[src/rtl/fp_issue_ctrl_if.sv]
// Bus bundle for the FP issue controller: decode request, FP unit
// start/done handshake and register-file writeback port.
interface fp_issue_ctrl_if #(
    parameter int WIDTH = 32,
    parameter int AW    = 4
);
    logic             Req_Valid;
    logic             Req_Ready;
    logic             Req_Op;
    logic [WIDTH-1:0] Req_A;
    logic [WIDTH-1:0] Req_B;
    logic [AW-1:0]    Req_RA1;
    logic [AW-1:0]    Req_RA2;
    logic [AW-1:0]    Req_WA3;

    logic             FU_Start;
    logic [WIDTH-1:0] FU_Operand1;
    logic [WIDTH-1:0] FU_Operand2;
    logic [AW-1:0]    FU_WA3;
    logic             FU_Busy;
    logic             FU_Done;
    logic [WIDTH-1:0] FU_Result;
    logic [AW-1:0]    FU_RWA3;

    logic             WB_En;
    logic             WB_Ready;
    logic [AW-1:0]    WB_Addr;
    logic [WIDTH-1:0] WB_Data;

    modport master (
        input  Req_Valid, Req_Op, Req_A, Req_B,
        input  Req_RA1, Req_RA2, Req_WA3,
        output Req_Ready,
        output FU_Start, FU_Operand1, FU_Operand2, FU_WA3,
        input  FU_Busy, FU_Done, FU_Result, FU_RWA3,
        output WB_En, WB_Addr, WB_Data,
        input  WB_Ready
    );

    modport slave (
        output Req_Valid, Req_Op, Req_A, Req_B,
        output Req_RA1, Req_RA2, Req_WA3,
        input  Req_Ready,
        input  FU_Start, FU_Operand1, FU_Operand2, FU_WA3,
        output FU_Busy, FU_Done, FU_Result, FU_RWA3,
        input  WB_En, WB_Addr, WB_Data,
        output WB_Ready
    );
endinterface

[src/rtl/fp_issue_ctrl.sv]
// FP issue controller: one op in flight, scoreboard of pending writebacks.
// Optional FP_ISSUE_STATS_EN adds Issue_Count / Timeout_Count outputs.
module fp_issue_ctrl #(
    parameter int WIDTH   = 32,
    parameter int AW      = 4,
    parameter int TIMEOUT = 15
) (
    input  logic              CLK,
    input  logic              Reset,
    fp_issue_ctrl_if.master   bus,
    output logic [2**AW-1:0]  Pending,
    output logic              Err
`ifdef FP_ISSUE_STATS_EN
    ,
    output logic [15:0]       Issue_Count,
    output logic [7:0]        Timeout_Count
`endif
);
    localparam int NREG = 2**AW;
    localparam int TW   = $clog2(TIMEOUT + 1);
    localparam logic [TW-1:0] TMAX = TW'(TIMEOUT);

    typedef enum logic [2:0] {
        S_IDLE,
        S_ISSUE,
        S_WAIT,
        S_WB,
        S_COOL
    } state_t;

    state_t            state_q, state_d;
    logic [WIDTH-1:0]  a_q, a_d;
    logic [WIDTH-1:0]  b_q, b_d;
    logic [AW-1:0]     tag_q, tag_d;
    logic [NREG-1:0]   pend_q, pend_d;
    logic [TW-1:0]     timer_q, timer_d;
    logic [WIDTH-1:0]  data_q, data_d;
    logic              start_q, start_d;
    logic              wb_en_q, wb_en_d;
    logic              err_q, err_d;

    logic hazard;
    logic ready;
    logic accept;
    logic unused_busy;

    assign unused_busy = bus.FU_Busy;

    assign hazard = pend_q[bus.Req_RA1]
                  | pend_q[bus.Req_RA2]
                  | pend_q[bus.Req_WA3];

    // Ready is forced low while Reset is held so the reset value is 0.
    assign ready  = (state_q == S_IDLE) & ~hazard & ~Reset;
    assign accept = bus.Req_Valid & ready;

    always_comb begin
        state_d = state_q;
        a_d     = a_q;
        b_d     = b_q;
        tag_d   = tag_q;
        pend_d  = pend_q;
        timer_d = timer_q;
        data_d  = data_q;
        start_d = 1'b0;
        wb_en_d = 1'b0;
        err_d   = 1'b0;
        unique case (state_q)
            S_IDLE: begin
                if (accept) begin
                    a_d = bus.Req_A;
                    b_d = {bus.Req_B[WIDTH-1] ^ bus.Req_Op,
                           bus.Req_B[WIDTH-2:0]};
                    tag_d = bus.Req_WA3;
                    pend_d[bus.Req_WA3] = 1'b1;
                    start_d = 1'b1;
                    state_d = S_ISSUE;
                end
            end
            S_ISSUE: begin
                timer_d = '0;
                state_d = S_WAIT;
            end
            S_WAIT: begin
                if (bus.FU_Done) begin
                    data_d  = bus.FU_Result;
                    err_d   = (bus.FU_RWA3 != tag_q);
                    wb_en_d = 1'b1;
                    state_d = S_WB;
                end else begin
                    timer_d = timer_q + 1'b1;
                    if (timer_d == TMAX) begin
                        err_d = 1'b1;
                        pend_d[tag_q] = 1'b0;
                        state_d = S_COOL;
                    end
                end
            end
            S_WB: begin
                if (bus.WB_Ready) begin
                    pend_d[tag_q] = 1'b0;
                    state_d = S_IDLE;
                end else begin
                    wb_en_d = 1'b1;
                end
            end
            S_COOL: begin
                state_d = S_IDLE;
            end
            default: begin
                state_d = S_IDLE;
            end
        endcase
    end

    always_ff @(posedge CLK or posedge Reset) begin
        if (Reset) begin
            state_q <= S_IDLE;
            a_q     <= '0;
            b_q     <= '0;
            tag_q   <= '0;
            pend_q  <= '0;
            timer_q <= '0;
            data_q  <= '0;
            start_q <= 1'b0;
            wb_en_q <= 1'b0;
            err_q   <= 1'b0;
        end else begin
            state_q <= state_d;
            a_q     <= a_d;
            b_q     <= b_d;
            tag_q   <= tag_d;
            pend_q  <= pend_d;
            timer_q <= timer_d;
            data_q  <= data_d;
            start_q <= start_d;
            wb_en_q <= wb_en_d;
            err_q   <= err_d;
        end
    end

    assign bus.Req_Ready   = ready;
    assign bus.FU_Start    = start_q;
    assign bus.FU_Operand1 = a_q;
    assign bus.FU_Operand2 = b_q;
    assign bus.FU_WA3      = tag_q;
    assign bus.WB_En       = wb_en_q;
    assign bus.WB_Addr     = tag_q;
    assign bus.WB_Data     = data_q;
    assign Pending         = pend_q;
    assign Err             = err_q;

`ifdef FP_ISSUE_STATS_EN
    logic [15:0] issue_cnt_q, issue_cnt_d;
    logic [7:0]  tmo_cnt_q, tmo_cnt_d;

    always_comb begin
        issue_cnt_d = issue_cnt_q + {15'd0, start_q};
        tmo_cnt_d   = tmo_cnt_q;
        if ((state_q == S_WAIT) && (state_d == S_COOL)
            && (tmo_cnt_q != 8'hFF)) begin
            tmo_cnt_d = tmo_cnt_q + 8'd1;
        end
    end

    always_ff @(posedge CLK or posedge Reset) begin
        if (Reset) begin
            issue_cnt_q <= '0;
            tmo_cnt_q   <= '0;
        end else begin
            issue_cnt_q <= issue_cnt_d;
            tmo_cnt_q   <= tmo_cnt_d;
        end
    end

    assign Issue_Count   = issue_cnt_q;
    assign Timeout_Count = tmo_cnt_q;
`endif
endmodule

[src/flat_wrapper.sv]
// flat-port wrapper written by rule: the top's interface ports become plain ports
module fp_issue_ctrl_flat 
#(
    parameter int WIDTH   = 32,
    parameter int AW      = 4,
    parameter int TIMEOUT = 15
)
  (CLK, Reset, Pending, Err, bus_Req_Valid, bus_Req_Op, bus_Req_A, bus_Req_B, bus_Req_RA1, bus_Req_RA2, bus_Req_WA3, bus_Req_Ready, bus_FU_Start, bus_FU_Operand1, bus_FU_Operand2, bus_FU_WA3, bus_FU_Busy, bus_FU_Done, bus_FU_Result, bus_FU_RWA3, bus_WB_En, bus_WB_Addr, bus_WB_Data, bus_WB_Ready);
  fp_issue_ctrl_if #(.WIDTH(WIDTH), .AW(AW)) bus_i ();
  input  logic CLK;
  input  logic Reset;
  output logic [2**AW-1:0] Pending;
  output logic Err;
  input wire logic [$bits(bus_i.Req_Valid)-1:0] bus_Req_Valid;
  input wire logic [$bits(bus_i.Req_Op)-1:0] bus_Req_Op;
  input wire logic [$bits(bus_i.Req_A)-1:0] bus_Req_A;
  input wire logic [$bits(bus_i.Req_B)-1:0] bus_Req_B;
  input wire logic [$bits(bus_i.Req_RA1)-1:0] bus_Req_RA1;
  input wire logic [$bits(bus_i.Req_RA2)-1:0] bus_Req_RA2;
  input wire logic [$bits(bus_i.Req_WA3)-1:0] bus_Req_WA3;
  output wire logic [$bits(bus_i.Req_Ready)-1:0] bus_Req_Ready;
  output wire logic [$bits(bus_i.FU_Start)-1:0] bus_FU_Start;
  output wire logic [$bits(bus_i.FU_Operand1)-1:0] bus_FU_Operand1;
  output wire logic [$bits(bus_i.FU_Operand2)-1:0] bus_FU_Operand2;
  output wire logic [$bits(bus_i.FU_WA3)-1:0] bus_FU_WA3;
  input wire logic [$bits(bus_i.FU_Busy)-1:0] bus_FU_Busy;
  input wire logic [$bits(bus_i.FU_Done)-1:0] bus_FU_Done;
  input wire logic [$bits(bus_i.FU_Result)-1:0] bus_FU_Result;
  input wire logic [$bits(bus_i.FU_RWA3)-1:0] bus_FU_RWA3;
  output wire logic [$bits(bus_i.WB_En)-1:0] bus_WB_En;
  output wire logic [$bits(bus_i.WB_Addr)-1:0] bus_WB_Addr;
  output wire logic [$bits(bus_i.WB_Data)-1:0] bus_WB_Data;
  input wire logic [$bits(bus_i.WB_Ready)-1:0] bus_WB_Ready;
  assign bus_i.Req_Valid = bus_Req_Valid;
  assign bus_i.Req_Op = bus_Req_Op;
  assign bus_i.Req_A = bus_Req_A;
  assign bus_i.Req_B = bus_Req_B;
  assign bus_i.Req_RA1 = bus_Req_RA1;
  assign bus_i.Req_RA2 = bus_Req_RA2;
  assign bus_i.Req_WA3 = bus_Req_WA3;
  assign bus_Req_Ready = bus_i.Req_Ready;
  assign bus_FU_Start = bus_i.FU_Start;
  assign bus_FU_Operand1 = bus_i.FU_Operand1;
  assign bus_FU_Operand2 = bus_i.FU_Operand2;
  assign bus_FU_WA3 = bus_i.FU_WA3;
  assign bus_i.FU_Busy = bus_FU_Busy;
  assign bus_i.FU_Done = bus_FU_Done;
  assign bus_i.FU_Result = bus_FU_Result;
  assign bus_i.FU_RWA3 = bus_FU_RWA3;
  assign bus_WB_En = bus_i.WB_En;
  assign bus_WB_Addr = bus_i.WB_Addr;
  assign bus_WB_Data = bus_i.WB_Data;
  assign bus_i.WB_Ready = bus_WB_Ready;
  fp_issue_ctrl #(.WIDTH(WIDTH), .AW(AW), .TIMEOUT(TIMEOUT)) u_core (.CLK(CLK), .Reset(Reset), .bus(bus_i), .Pending(Pending), .Err(Err));
endmodule
[config.mk]
export PLATFORM = sky130hd
export DESIGN_NAME = fp_issue_ctrl_flat
export DESIGN_NICKNAME = d
export VERILOG_FILES = /design/src/rtl/fp_issue_ctrl_if.sv /design/src/rtl/fp_issue_ctrl.sv /design/src/flat_wrapper.sv
export SDC_FILE = /design/constraint.sdc
export NUM_CORES = 1
export LEC_CHECK = 0
export ABC_AREA = 0
export CORE_MARGIN = 1.5
export CORE_UTILIZATION = 43
export CTS_CLUSTER_DIAMETER = 120
export CTS_CLUSTER_SIZE = 25
export DETAILED_ROUTE_END_ITERATION = 10
export PLACE_DENSITY = 0.77
export SETUP_SLACK_MARGIN = 0.3
export SLEW_MARGIN = 25
export SYNTH_ARGS = -nofsm -noshare
export SYNTH_HDL_FRONTEND = slang
export SYNTH_SLANG_ARGS = --single-unit
[constraint.sdc]
create_clock -name CLK -period 4.6 [get_ports CLK]
set_input_delay 0.46 -clock CLK [delete_from_list [all_inputs] [get_ports CLK]]
set_output_delay 0.46 -clock CLK [all_outputs]
set_load 0.005 [all_outputs]
==> results of run 1 <==
[routing by layer]
layer	vias to the layer above	share of wire [%]	GRT usage, %	wire length [µm]
li1	2040	-	-	-
met1	2263	37	26.7	5920
met2	242	52	40.4	8310
met3	33	9.3	9.27	1500
met4	0	2.1	9.04	344
met5	-	0	0	0
[where the power goes]
part	total [mW]	internal, mW	switching (mW)
clock	1.32	0.866	0.450
sequential	2.05	1.62	0.426
combinational	2.22	1.48	0.743
[state kept, by name (all words and copies together), names as in the netlist]
signal and count:
u_core.bus.FU_Operand1 32, u_core.bus.FU_Operand2 32, u_core.bus.WB_Data 32, u_core.Pending 16, u_core.bus.FU_WA3 4, u_core.timer_q 4, u_core.state_q 3, u_core.Err 1
u_core.bus.FU_Start 1, u_core.bus.WB_En 1
[critical path: stages]
cell and delay [ns]:
clkdlybuf4s50_1 0.91, mux4_2 0.59, mux2i_1 0.17, o211ai_1 0.14, nor4_4 0.51, clkdlybuf4s50_1 0.60
[cells in the final DEF, fill, tap and decap left out, types with 3 or more instances in the layout]
master	count
a21oi_1	9
buf_4	5
clkbuf_1	4
clkbuf_16	17
clkbuf_8	5
clkdlybuf4s50_1	241
clkinv_2	4
dfrtp_1	126
inv_1	6
mux2_1	5
mux2_2	96
mux2i_1	5
mux4_2	11
nand2_1	7
nand2b_1	8
nand3_1	10
nand4_1	6
nor2_1	14
nor2b_1	4
nor3b_1	3
o211ai_1	3
o21ai_0	22
o31ai_1	11
o41ai_1	6
xnor2_1	4
[cells in the mapped netlist (6+ instances only)]
cell type  count  area, µm²
dfrtp_1      126       3150
mux2_2        96       1080
o21ai_0       22        110
clkbuf_1      19       71.3
nor2_1        14       52.6
mux4_2        11        248
o31ai_1       11       82.6
nand3_1       10       50.1
a21oi_1        9       45.0
nand2b_1       8       50.1
buf_6          7       78.8
inv_1          7       26.3
nand2_1        7       26.3
nand4_1        6       37.5
o41ai_1        6       52.6
[worst max path at each step]
stage | start | endpoint | slack [ns] | cells past startpoint
6_report | bus_Req_WA3[0] | bus_Req_Ready | 0.75 | 6
2_1_floorplan | Reset | u_core.Err$_DFF_PP0_ | 0.78 | 1
4_1_cts | bus_Req_WA3[0] | bus_Req_Ready | 0.76 | 6
3_5_place_dp | bus_Req_WA3[0] | u_core.bus.FU_Operand1[4]$_DFFE_PP0P_ | 0.74 | 8
3_3_place_gp | bus_Req_WA3[0] | u_core.bus.FU_Operand1[4]$_DFFE_PP0P_ | 0.75 | 8
5_1_grt | bus_Req_WA3[0] | bus_Req_Ready | 0.61 | 6
[final cells by class]
cell class              count  area [µm²]  area share (%)
repair buffers            247        2470            28.0
flip-flops and latches    126        3150            35.8
clock buffers              26         509            5.78
well taps                 172         215            2.44
clock inverters             6        80.1           0.909
inverters                   7        28.8           0.327
multi-input cells         260        2360            26.7
[kinds of logic (layout without fill, tap and decap cells)]
| group | count (synthesis) | count (layout) |
|---|---|---|
| XOR/XNOR | 5 | 5 |
| adder cells (fa/ha/maj) | 2 | 2 |
| multiplexers | 117 | 117 |
| AO/OA/AOI/OAI | 68 | 68 |
| buffers and inverters | 39 | 286 |
| AND/OR/NAND/NOR | 68 | 68 |
| flip-flops | 126 | 126 |
[metrics by stage]
step / power, mW / setup WS [ns] / hold WS [ns]
floorplan: 2.88 / 0.784 / 0.489
global placement: 4.20 / 0.749 / 0.473
detailed placement: 4.28 / 0.736 / 0.480
CTS: 5.64 / 0.762 / 0.493
global route: 5.89 / 0.608 / 0.511
finish: 5.59 / 0.748 / 0.487
==> flow_summary.yaml, run 1 <==
cells_and_area:
  layout.cells.non_filler: 844
  drive_gt1_share_pct: 21.9
  fin_area_mm2: 0.00881
  finalNetCount: 780
  fill_cells: 945
  postLayoutCoreUtil_pct: 68.7
  n_antenna_cell: 0
  area_delta_synth_final_pct: 53.9
clocking:
  cts_resized: 0
  post_cts_buffers: 0
  hold_buffers: 0
  numCtsBuffers: 17
  cts_sinks: 126
  clk_root_buffer_cell: "clkbuf_16"
  htreeDepth: 4
  ctsLongestPathBuffers: 2
  clk_pin_slew_worst_paths_ns: 0.05
  cts_tree: "yes"
  clock_latency_ns: 0.41
floorplan:
  initial_core_util_pct: 44.6
  fp.coreArea_mm2: 0.0128
  ios: 243
  die_h_um: 118
  rows: 41
  fp.dieArea_mm2: 0.0140
  dieWidth_um: 118
placement:
  placed_cell_area_mm2: 0.00822
  gp_congestion: 0.904
  dp_hpwl_um: 11700
  io_buffers: 241
  dp.cells: 812
logic_synthesis:
  syn_area_per_cell_um2: 13.5
  syn_area_mm2: 0.00573
  synthSimpleGateAreaFrac_pct: 6.91
  synthFlopType: "dfrtp_1"
  synth-seq-cells: 126
  synth_compound_area_share_pct: 8.00
  ys_warn_count: 0
  ys_seq_area_share_pct: 55.1
  yosys.area_share.adder_pct: 0.437
  muxShareOfSynthArea_pct: 25.1
  synthArstFlopShare_pct: 100
  synth-edff-count: 0
  postSynthCellCount: 425
  syn_nets: 546
  synth_top_family_by_area: "multiplexers"
  synthXorXnorAreaFrac_pct: 0.765
  ys_types: 52
routing:
  wirelength_um: 16100
  drtIter0Drc: 297
  ant_nets: 0
  vias: 4578
  avgRoutedWirePerCell_um: 19.0
  viasPerCell: 5.42
  drc_errors: 0
  drt-pass1-iter-count: 6
min_path:
  min-delay-start: "u_core.bus.FU_Operand1[4]$_DFFE_PP0P_"
  holdPathEnd: "u_core.bus.FU_Operand1[4]$_DFFE_PP0P_"
  holdPathStages: 1
  hp-class: "register to register"
global_routing:
  antenna_found_initial: 0
  grt_max_degree: 67
  track_usage_pct: 23.7
  grt_pass1_wl_um: 25900
  overflow: 0
  grt_pass1_vias: 4893
sta:
  clock-skew-final_ns: 0.00929
  tns_ns: 0
  timing.fmax_mhz: 260
  slew_headroom_pct: 44.6
  period_minus_slack_ns: 3.85
  setup_viol: 0
  drv_slew: 0
  finalCritPeriodShare_pct: 83.7
  worst_pin_slew_ns: 0.831
  finalHoldViolations: 0
  rsz0062_at_grt: "false"
setup_path:
  start_kind: "input pin"
  crit_required_ns: 4.14
  ff2ff_path_depth: 6
  r2r-end: "u_core.bus.FU_Operand1[4]$_DFFE_PP0P_"
  worstSetupPathType: "input pin to output pin"
  cp-end-kind: "output pin"
  rr_startpoint: "u_core.state_q[0]$_DFFE_PP0P_"
  crit_fanout: 13
  arrival_ns: 3.39
  reg2reg_slack_ns: 1.72
power_and_ir_drop:
  total_leakage_power_nw: 3.64
  power_density_mw_per_mm2: 634
  irDropWorstVdd_mv: 0.430
run_status:
  status: "completed"
job:
  maxCapViolCount: 0
Power figures use the tool's default switching activity.
==> run 2, diff against run 1 <==
- CORE_UTILIZATION: 43 -> 39
- PLACE_DENSITY: 0.77 -> 0.73
- clock period: 4.6 -> 3.52 ns (I/O delays scaled with it)
==> run 2 against run 1 <==
- final cell count grew 1.8%
- sequential cell count is the same
- routed wire length shrank 4.0%
- count of clock-buffer cells in the layout shrank 5
- critical path depth shrank 2
- first-iteration DRC count shrank 39%
- sequential power grew 31%
- combinational power grew 29%
- worst hold slack gained 0.011 ns
- critical endpoint unchanged
- largest cell class unchanged
==> flow_summary.yaml, run 2 (same netlist as run 1, synthesis figures left out) <==
floorplan:
  fp.coreArea_mm2: 0.0144
  die_h_um: 124
  rows: 44
  dieWidth_um: 124
  initial_core_util_pct: 39.7
  ios: 243
  fp.dieArea_mm2: 0.0154
global_routing:
  grt_pass1_wl_um: 23800
  grt_pass1_vias: 4698
  overflow: 0
  track_usage_pct: 20.5
  antenna_found_initial: 0
  grt_max_degree: 127
routing:
  avgRoutedWirePerCell_um: 18.0
  ant_nets: 0
  viasPerCell: 5.25
  drc_errors: 0
  drt-pass1-iter-count: 4
  vias: 4507
  wirelength_um: 15400
  drtIter0Drc: 180
setup_path:
  reg2reg_slack_ns: 0.86
  cp-end-kind: "output pin"
  ff2ff_path_depth: 7
  worstSetupPathType: "register to output pin"
  slowest_stage: "dfrtp_1"
  crit_fanout: 21
  startpoint: "u_core.state_q[0]$_DFFE_PP0P_"
  rr_startpoint: "u_core.state_q[0]$_DFFE_PP0P_"
  crit_required_ns: 3.17
  arrival_ns: 2.63
  start_kind: "register"
  cpPeakStageDelay_ns: 0.57
  r2r-end: "u_core.bus.FU_Operand1[1]$_DFFE_PP0P_"
  path_cells: "nor4_1 > o2111ai_1 > nor4_4 > clkdlybuf4s50_1"
cells_and_area:
  final_common_cell: "clkdlybuf4s50_1"
  layout_common_cells: "clkdlybuf4s50_1 (239), dfrtp_1 (126), mux2_2 (96), o21ai_0 (22), clkbuf_16 (17)"
  n_antenna_cell: 0
  multi_input_area_mm2: 0.00236
  area_delta_synth_final_pct: 55.2
  drive_gt1_share_pct: 22.8
  fill_cells: 1151
  regArea_mm2: 0.00315
  finalNetCount: 783
power_and_ir_drop:
  irDropWorstVdd_mv: 0.424
  power.total_mw: 7.31
  total_leakage_power_nw: 3.67
  power_density_mw_per_mm2: 823
clocking:
  htreeDepth: 4
  clk_pin_slew_worst_paths_ns: 0.06
  cts_tree: "yes"
  clk_root_buffer_cell: "clkbuf_16"
  cts_sinks: 126
  numCtsBuffers: 17
  clock_latency_ns: 0.41
  ctsLongestPathBuffers: 2
  post_cts_buffers: 0
sta:
  rsz0062_at_grt: "false"
  finalCritPeriodShare_pct: 84.6
  timing.fmax_mhz: 336
  finalHoldViolations: 0
  clock-skew-final_ns: 0.00887
  slew_headroom_pct: 38.8
  tns_ns: 0
  setup_viol: 0
  period_minus_slack_ns: 2.98
  drv_slew: 0
  worst_pin_slew_ns: 0.917
placement:
  io_buffers: 241
  dp_hpwl_um: 11100
  gp_congestion: 0.874
min_path:
  holdPathStages: 1
  hp-class: "register to register"
  min-delay-start: "u_core.bus.FU_Operand1[2]$_DFFE_PP0P_"
  holdPathEnd: "u_core.bus.FU_Operand1[2]$_DFFE_PP0P_"
run_status:
  status: "completed"
job:
  maxCapViolCount: 0
[run 2: what timing repair did]
item                       in CTS  in global routing
gates resized for setup         1                  1
hold buffers                    0                  0
hold endpoints to repair        0                  0
pin swaps                       0                  0
setup endpoints to repair       1                  1
[run 2: worst max path at each step]
stage,end,cells after the start
5_1_grt,bus_Req_Ready,4
3_3_place_gp,u_core.bus.FU_Operand1[1]$_DFFE_PP0P_,9
6_report,bus_Req_Ready,4
2_1_floorplan,u_core.bus.FU_Operand1[1]$_DFFE_PP0P_,8
4_1_cts,bus_Req_Ready,6
3_5_place_dp,u_core.bus.FU_Operand1[1]$_DFFE_PP0P_,9
[run 2: report_power, final]
part           leakage, nW  total, mW  switching, mW  internal, mW
Sequential            1.55       2.68          0.561          2.12
Clock                0.292       1.77          0.643          1.12
Combinational         1.82       2.87          0.931          1.94
[run 2: area by class of cell]
| type | count | area share, % |
|---|---|---|
| Clock inverter | 11 | 1.48 |
| Timing Repair Buffer | 250 | 28.2 |
| Sequential cell | 126 | 35.5 |
| Inverter | 7 | 0.338 |
| Tap cell | 184 | 2.59 |
| Multi-Input combinational cell | 260 | 26.5 |
| Clock buffer | 21 | 5.41 |
[run 2: critical path: cells and delay by family, from the launching register on]
family          cells  cell delay [ns]
compound gates      1             0.25
simple gates        2             0.83
buf+inv             1             0.56
flops               1             0.57
[run 2: metrics by stage]
| stage | hold WS [ns] | instances | worst slack [ns] | instance area (µm²) | util (%) |
|---|---|---|---|---|---|
| floorplan | 0.446 | 425 | 0.975 | 5730 | - |
| global placement | 0.473 | 827 | 0.275 | 8280 | 57.4 |
| detailed placement | 0.485 | 827 | 0.236 | 8280 | 57.4 |
| CTS | 0.500 | 859 | 0.320 | 8890 | 61.6 |
| global route | 0.523 | 859 | 0.432 | 8890 | 61.6 |
| finish | 0.497 | 859 | 0.541 | 8890 | 61.6 |
[run 2: routing by layer]
layer  share of wire (%)  GRT usage (%)
met1                  37           23.5
met2                  52           34.0
met3                 8.4           7.88
met4                 2.4           9.38
met5                   0              0
==> run 3, diff against run 2 <==
- CORE_UTILIZATION: 39 -> 43
- PLACE_DENSITY: 0.73 -> 0.77
- clock period: 3.52 -> 2.8 ns (I/O delays scaled with it)
==> run 3 against run 2 <==
- combinational power rose by 37%
- largest cell class unchanged
- clock skew rose by 0.0030 ns
- clock power rose by 20%
- critical path type is now register to register
- register-to-register slack got worse by 0.60 ns
- sequential power rose by 25%
- first-iteration DRC count rose by 43%
==> flow_summary.yaml, run 3 (same netlist as run 1, synthesis figures left out) <==
floorplan:
  fp.dieArea_mm2: 0.0140
  ios: 243
  dieWidth_um: 118
  die_h_um: 118
  fp.coreArea_mm2: 0.0128
  initial_core_util_pct: 44.6
  rows: 41
setup_path:
  r2r-end: "u_core.bus.FU_Operand1[5]$_DFFE_PP0P_"
  arrival_ns: 2.82
  reg2reg_slack_ns: 0.26
  cp-end-kind: "register"
  worstSetupPathType: "register to register"
  slowest_stage: "mux4_2"
  ff2ff_path_depth: 10
  path_cells: "buf_6 > mux4_2 > nor2_2 > a311oi_2 > nor4_4 > buf_4 > buf_6 > nand2_8 > buf_12 > mux2_1"
  crit_fanout: 9
  cpPeakStageDelay_ns: 0.45
  rr_startpoint: "u_core.Pending[11]$_DFFE_PP0P_"
  crit_required_ns: 3.08
  cpMostUsedCell: "buf_6"
  start_kind: "register"
global_routing:
  grt_pass1_wl_um: 26600
  overflow: 0
  antenna_found_initial: 0
  grt_pass1_vias: 4973
  track_usage_pct: 24.6
  grt_max_degree: 127
job:
  maxCapViolCount: 0
routing:
  ant_nets: 0
  drtIter0Drc: 258
  drt-met1-wl_um: 6580
  viasPerCell: 5.42
  top_layer_used: "met4"
  vias: 4701
  met2_length_um: 8960
  avgRoutedWirePerCell_um: 20.3
  wl_met3_um: 1680
  wirelength_um: 17600
  drt-pass1-iter-count: 5
  drc_errors: 0
run_status:
  status: "completed"
power_and_ir_drop:
  p_sw_share_pct: 29.7
  p_int_mw: 6.62
  p_switching_mw: 2.79
  power.total_mw: 9.41
  power_density_mw_per_mm2: 1020
  p_seq_share_pct: 35.6
  total_leakage_power_nw: 3.83
  irDropWorstVdd_mv: 0.614
  p_comb_share_pct: 41.7
  clockPowerShare_pct: 22.7
cells_and_area:
  finalNetCount: 806
  final_common_cell: "clkdlybuf4s50_1"
  fill_cells: 897
  postLayoutCoreUtil_pct: 71.8
  layout_common_cells: "clkdlybuf4s50_1 (237), dfrtp_1 (124), mux2_2 (96), clkbuf_16 (19), buf_4 (19)"
  area_delta_synth_final_pct: 60.9
  n_antenna_cell: 0
  drive_gt1_share_pct: 26.5
clocking:
  cts_tree: "yes"
  numCtsBuffers: 17
  ctsLongestPathBuffers: 2
  htreeDepth: 4
  cts_sinks: 126
  clock_latency_ns: 0.41
  clk_pin_slew_worst_paths_ns: 0.05
  clk_root_buffer_cell: "clkbuf_16"
sta:
  drv_slew: 0
  period_minus_slack_ns: 2.54
  slew_headroom_pct: 53.4
  clock-skew-final_ns: 0.0119
  finalCritPeriodShare_pct: 90.8
  setup_viol: 0
  rsz0062_at_grt: "true"
  finalHoldViolations: 0
  worst_pin_slew_ns: 0.699
  timing.fmax_mhz: 393
placement:
  dp_hpwl_um: 11700
  gp_congestion: 0.883
  io_buffers: 241
min_path:
  hp-class: "input pin to asynchronous set/reset pin"
## run 3: timing repair
action / 4_1_cts / 5_1_grt
pin swaps: 2 / 4
hold buffers: 0 / 0
setup buffers: 4 / 3
gates resized for setup: 12 / 24
gates cloned: 3 / 3
setup endpoints to repair: 80 / 83
## run 3: layout make-up
class	instances	area, µm²	share of cell area, %
Tap cell	172	215	2.34
Inverter	7	30.0	0.326
Multi-Input combinational cell	261	2440	26.5
Clock inverter	6	85.1	0.924
Timing Repair Buffer	272	2790	30.3
Sequential cell	126	3160	34.3
Clock buffer	23	488	5.30
## run 3: metrics by stage
stage | std cells | hold WS [ns] | instance area (µm²) | setup slack, ns | setup TNS [ns]
floorplan | 425 | 0.374 | 5730 | 0.327 | 0
global placement | 825 | 0.475 | 8350 | -0.184 | -11.51
detailed placement | 825 | 0.484 | 8350 | -0.229 | -14.72
CTS | 861 | 0.449 | 9060 | 0.261 | 0
global route | 867 | 0.468 | 9210 | 0.148 | 0
finish | 867 | 0.440 | 9210 | 0.258 | 0
## run 3: worst max-delay path by stage
stage / slack (ns) / start / cells after the start / end
6_report: 0.26 / u_core.Pending[11]$_DFFE_PP0P_ / 10 / u_core.bus.FU_Operand1[5]$_DFFE_PP0P_
5_1_grt: 0.15 / u_core.Pending[11]$_DFFE_PP0P_ / 10 / u_core.bus.FU_Operand1[4]$_DFFE_PP0P_
4_1_cts: 0.26 / bus_Req_RA2[1] / 8 / bus_Req_Ready
3_5_place_dp: -0.23 / bus_Req_RA1[0] / 10 / u_core.bus.FU_Operand1[1]$_DFFE_PP0P_
3_3_place_gp: -0.18 / bus_Req_RA1[0] / 10 / u_core.bus.FU_Operand1[4]$_DFFE_PP0P_
2_1_floorplan: 0.33 / bus_Req_RA1[0] / 8 / u_core.bus.FU_Operand1[1]$_DFFE_PP0P_
## run 3: routing by layer
layer	global-route usage [%]	vias to the layer above
li1	-	2092
met1	28.1	2315
met2	42.0	259
met3	9.17	35
met4	9.56	0
met5	0	-
## run 3: power by group through the flow
stage                     clock [mW]  combinational [mW]  sequential (mW)
after floorplan                    0                1.52             3.21
after global placement             0                3.69             3.26
after detailed placement           0                3.76             3.33
after CTS                       2.16                3.84             3.32
after global routing            2.25                4.17             3.46
final                           2.13                3.93             3.35
## run 3: critical path: cells and delay by family (launching register included)
kind	cells	cell delay, ns
buf+inv	4	0.61
simple gates	3	0.59
mux	2	0.75
compound gates	1	0.07
flops	1	0.40
